--- config.mk ---
export PLATFORM = sky130hd
export DESIGN_NAME = lab2_proc_mem_stage
export DESIGN_NICKNAME = d
export VERILOG_FILES = /design/src/rtl/lab2_proc_mem_stage.sv
export SDC_FILE = /design/constraint.sdc
export NUM_CORES = 1
export LEC_CHECK = 0
export ABC_AREA = 1
export ABC_CLOCK_PERIOD_IN_PS = 2500
export CELL_PAD_IN_SITES_DETAIL_PLACEMENT = 0
export CELL_PAD_IN_SITES_GLOBAL_PLACEMENT = 2
export CORE_MARGIN = 4
export CORE_UTILIZATION = 23
export DETAILED_ROUTE_END_ITERATION = 8
export PLACE_DENSITY = 0.9
export SLEW_MARGIN = 15
export SYNTH_ARGS = -nofsm -noshare
export SYNTH_HDL_FRONTEND = slang
export SYNTH_SLANG_ARGS = --single-unit
--- constraint.sdc ---
create_clock -name clk -period 2.5 [get_ports clk]
set_clock_uncertainty 0.15 [all_clocks]
set_input_delay 0.25 -clock clk [delete_from_list [all_inputs] [get_ports clk]]
set_output_delay 0.25 -clock clk [all_outputs]
set_load 0.02 [all_outputs]
--- src/rtl/lab2_proc_mem_stage.sv ---
// Memory stage of a single-issue processor: takes one X-stage result at a time,
// performs the data-memory access for lw/sw and presents the writeback.

module lab2_proc_mem_stage (
    input  logic        clk,
    input  logic        reset,

    input  logic        x_val,
    output logic        x_rdy,
    input  logic [1:0]  x_type,
    input  logic [31:0] x_result,
    input  logic [31:0] x_wdata,
    input  logic [4:0]  x_rf_waddr,
    input  logic        x_rf_wen,

    output logic        dmemreq_val,
    input  logic        dmemreq_rdy,
    output logic        dmemreq_type,
    output logic [31:0] dmemreq_addr,
    output logic [31:0] dmemreq_data,

    input  logic        dmemresp_val,
    output logic        dmemresp_rdy,
    input  logic [31:0] dmemresp_data,

    output logic        w_val,
    input  logic        w_rdy,
    output logic [31:0] w_data,
    output logic [4:0]  w_rf_waddr,
    output logic        w_rf_wen
);

    // state | meaning
    // IDLE  | empty, accepting an X-stage result
    // REQ   | presenting the data-memory request
    // WAIT  | waiting for the data-memory response
    // DONE  | presenting the writeback; may accept the next entry when w_rdy = 1

    typedef enum logic [1:0] {
        IDLE = 2'd0,
        REQ  = 2'd1,
        WAIT = 2'd2,
        DONE = 2'd3
    } state_t;

    localparam logic [1:0] TYPE_LW = 2'd1;
    localparam logic [1:0] TYPE_SW = 2'd2;

    state_t      state;
    logic [1:0]  cap_type;
    logic [31:0] cap_result;
    logic [31:0] cap_wdata;
    logic [4:0]  cap_waddr;
    logic        cap_wen;
    logic [31:0] load_data;

    logic x_go;
    logic req_go;
    logic resp_go;
    logic x_is_mem;
    logic cap_is_lw;
    logic cap_is_sw;

    assign x_go      = x_val && x_rdy;
    assign req_go    = dmemreq_val && dmemreq_rdy;
    assign resp_go   = dmemresp_val && dmemresp_rdy;
    assign x_is_mem  = (x_type == TYPE_LW) || (x_type == TYPE_SW);
    assign cap_is_lw = (cap_type == TYPE_LW);
    assign cap_is_sw = (cap_type == TYPE_SW);

    always_ff @(posedge clk) begin
        if (!reset) begin
            state      <= IDLE;
            cap_type   <= 2'd0;
            cap_result <= 32'd0;
            cap_wdata  <= 32'd0;
            cap_waddr  <= 5'd0;
            cap_wen    <= 1'b0;
            load_data  <= 32'd0;
        end else if (x_go) begin
            // x_rdy is only high in IDLE, or in DONE when the writeback also completes
            cap_type   <= x_type;
            cap_result <= x_result;
            cap_wdata  <= x_wdata;
            cap_waddr  <= x_rf_waddr;
            cap_wen    <= x_rf_wen;
            state      <= x_is_mem ? REQ : DONE;
        end else begin
            case (state)
                IDLE: state <= IDLE;
                REQ: begin
                    if (req_go) state <= WAIT;
                end
                WAIT: begin
                    if (resp_go) begin
                        if (cap_is_lw) load_data <= dmemresp_data;
                        state <= DONE;
                    end
                end
                DONE: begin
                    if (w_val && w_rdy) state <= IDLE;
                end
                default: state <= IDLE;
            endcase
        end
    end

    always_comb begin
        x_rdy        = 1'b0;
        dmemreq_val  = 1'b0;
        dmemreq_type = 1'b0;
        dmemreq_addr = 32'd0;
        dmemreq_data = 32'd0;
        dmemresp_rdy = 1'b0;
        w_val        = 1'b0;
        w_data       = 32'd0;
        w_rf_waddr   = 5'd0;
        w_rf_wen     = 1'b0;

        if (!reset) begin
            x_rdy = 1'b1;
        end else begin
            case (state)
                IDLE: x_rdy = 1'b1;
                REQ: begin
                    dmemreq_val  = 1'b1;
                    dmemreq_type = cap_is_sw;
                    dmemreq_addr = cap_result;
                    dmemreq_data = cap_is_sw ? cap_wdata : 32'd0;
                end
                WAIT: dmemresp_rdy = 1'b1;
                DONE: begin
                    x_rdy      = w_rdy;
                    w_val      = 1'b1;
                    w_data     = cap_is_lw ? load_data : cap_result;
                    w_rf_waddr = cap_waddr;
                    w_rf_wen   = cap_wen && !cap_is_sw;
                end
                default: x_rdy = 1'b0;
            endcase
        end
    end

endmodule
==> summary.md <==
| Metric | Value |
|---|---|
| Status | `finished, final reports clean` |
| Syn Area/Cell | `6.435 µm²` |
| Post-CTS Setup Inserts | `0` |
| Residual DRC | `0` |
| Critical-path cell list | `inv_1, ha_1, nand2_1, buf_4, nor2_1, clkdlybuf4s50_1` |
| Final HPWL DP | `12.73 mm` |
| Pre-antenna DRT Iters | `4` |
| Antenna violations before repair | `4` |
| First-pass GRT wire length | `about 28 mm` |
| Hold WS | `24.13 ps` |
| Synth area leaders | `dfxtp_1 (41%), nor2_1 (18%), inv_1 (8.4%)` |
| Placed Cells | `1,252` |
| Reg2Reg Setup Slack | `450 ps` |
| Total power | `4.984 mW` |
| Fin nets | `1,100` |
| Slew headroom | `between 50 and 60%` |
| Port bufs | `roughly 220` |
| Die area | `~25,000 µm²` |
| Clock buffer depth | `2` |
| Total routed wirelength | `18.21 mm` |
| WP data arrival | `1950 ps` |
| Slew at the pin closest to its max-slew limit | `673.2 ps` |
| Mapped Area | `5122 µm²` |
| Vias in the first global route | `between 5k and 6k` |
| Hold_sp | `reset` |
| Sequential share of power | `40.9%` |
| CP max-delay cell | `clkdlybuf4s50_1` |
| Final Instance Area | `a little under 8000 µm²` |
| Clock-pin slew on the worst setup and hold paths | `80 ps` |
| # rows | `54` |
| Syn_nets | `around 910` |
| Fin util | `36.03%` |
| CP Capture Type | `output port` |
| VDD IR max | `325.6 µV` |
| Pre-CTS WS | `approximately 240 ps` |
| Number of antenna diodes | `0` |
| Buf/Inv on CP | `3` |
| Filler Cell Count | `2,424` |
| Overflow after GRT | `0` |
| Hold Fails Final Rpt | `0` |
| CTS Root Buffer Type | `clkbuf_16` |
| Leak pwr | `4.034 nW` |
| Max Freq | `roughly 0.43 GHz` |
| PwrDens | `631.9 nW/µm²` |
| Clock latency on the worst-skew pair | `~350 ps` |
| CP delay by family, top | `buffers and inverters` |
| Area Overhead vs Synth | `53.98%` |
| Pint | `3.254 mW` |
| Die Wd | `157.2 µm` |
| Psw | `~1.7 mW` |
| Max-Cap Viols | `0` |
| H-tree depth | `3` |
| Final worst slack | `147.9 ps` |
| Fin crit period | `2352 ps` |
| Period utilization | `94.08%` |
| TritonCTS clock tree | `yes` |
| Gr usage total | `roughly 14%` |
| R2R Path Start | `state[0]` |
| Final setup viols | `0` |
| RSZ-0062 raised after global routing | `no` |
| Startpoint Class | `flip-flop` |
| Final Max Tran Viols | `0` |
| Req. time, crit path | `approximately 2100 ps` |
| CP max stage delay | `610 ps` |
| Share of cells above drive strength 1 | `5.152%` |
| WHS Path Cells | `3` |
| Clock network fraction of design power | `28.4%` |
| Synth Warn # | `0` |
| Mean routed wirelength per cell | `14.34 µm` |
| Core Area | `~22,000 µm²` |
| RePlAce Congestion | `0.7580` |
| Worst r2r dst | `cap_type[1]` |
| Die Y | `157.2 µm` |
| Initial Utilization | `between 20% and 30%` |
| Io pins | `217` |
| Most frequent cells in the layout | `nor2_1 (252), clkdlybuf4s50_1 (117), inv_1 (115), dfxtp_1 (105), o21ai_0 (65)` |
| Post-Synthesis Cells | `796` |
| Post-DP Area | `7580 µm²` |
| Hold EP | `load_data[30]` |
| Crit path kind | `flip-flop to output port` |
| Netlist cell types | `21` |
| Largest net degree at the start of global routing | `73` |
| Total CTS buffers | `9` |
| Reg2Reg Depth | `10` |
| Seq/Total Area, Yosys | `41.43%` |
| Yosys top cell by area | `dfxtp_1` |
| Vias/cell | `about 4.2` |
| Post-route setup TNS | `0 ps` |
| First DRT Iteration DRCs | `roughly 230` |
| Switch share | `between 30% and 40%` |
| Register bit total from synthesis | `106` |
| Path category of the worst min-delay check | `input port to flip-flop` |
| Worst-path maximum fanout | `6` |
| Post-synth top area share | `41.43%` |
| Final Non-Filler Cells | `1,270` |
| Post-route ant nets | `0` |
| Sink Count | `106` |
| Combinational share of power | `30.8%` |
| Most common cell after layout, fill and taps aside | `nor2_1` |
| Routed vias | `about 5.3k` |
synth_stat cells, drive strengths merged:
| cell | instances |
|---|---|
| nand4 | 2 |
| inv | 116 |
| ha | 5 |
| nor2 | 253 |
| buf | 40 |
| a31oi | 1 |
| a21boi | 1 |
| nand2 | 54 |
| dfxtp | 106 |
| a211oi | 5 |
| o21ai | 101 |
| nand3 | 35 |
| a21oi | 60 |
| clkbuf | 17 |
flip-flops by register name (all words and copies together) (netlist names):
register / count
cap_result: 32
cap_wen: 1
state: 2
cap_waddr: 5
cap_type: 2
load_data: 32
cap_wdata: 32
cells by family after synthesis:
logic type | synth area share (%)
and+or+nand+nor | 26.50
DFF | 41.43
buffers and inverters | 14.12
AOI/OAI and AO/OA | 16.73
adders and majority gates | 1.221
repair_timing:
item,in CTS,in global routing
gates cloned,0,1
setup endpoints to repair,91,63
pin swaps,0,0
gates resized for setup,67,52
hold buffers,1,0
hold endpoints to repair,1,0
area by class of cell:
class / count / area (µm²) / area share, %
repair buffers: 235 / 2402 / 30.46
multi-input cells: 517 / 2287 / 29.00
flip-flops and latches: 106 / 2123 / 26.92
inverters: 116 / 435.4 / 5.520
well taps: 280 / 350.3 / 4.442
clock buffers: 10 / 239.0 / 3.030
clock inverters: 6 / 50.05 / 0.6345
layer usage:
metal / vias to the layer above / track usage (%) / routed length [µm]
met1: 2360 / 18.68 / 8108
met2: 118 / 23.43 / 8493
met5: - / 0 / 42
li1: 2830 / - / -
met4: 8 / 4.465 / 355
met3: 27 / 4.207 / 1206
how the worst max path moves through the flow:
stage                     cells past startpoint  slack [ps]              end      from
after global routing                          6           4  dmemreq_addr[0]  state[1]
after floorplan                               7         600       w_data[23]  state[1]
after detailed placement                      7         240        w_data[8]  state[1]
after global placement                        7         300        w_data[8]  state[1]
after CTS                                     6          20         w_rf_wen  state[1]
final                                         6         150  dmemreq_addr[3]  state[1]
worst min-delay path, stage by stage:
cell and delay [ps]:
buf_4 130, nand2_1 70, nor2_1 40
power groups by stage:
stage	Clock, mW	Combinational [mW]	Sequential, mW
3_3_place_gp	0	1.56	2.07
4_1_cts	1.50	1.56	2.04
6_report	1.41	1.53	2.04
3_5_place_dp	0	1.57	2.08
2_1_floorplan	0	0.986	2.05
5_1_grt	1.54	1.74	2.07
Power figures use the tool's default switching activity.
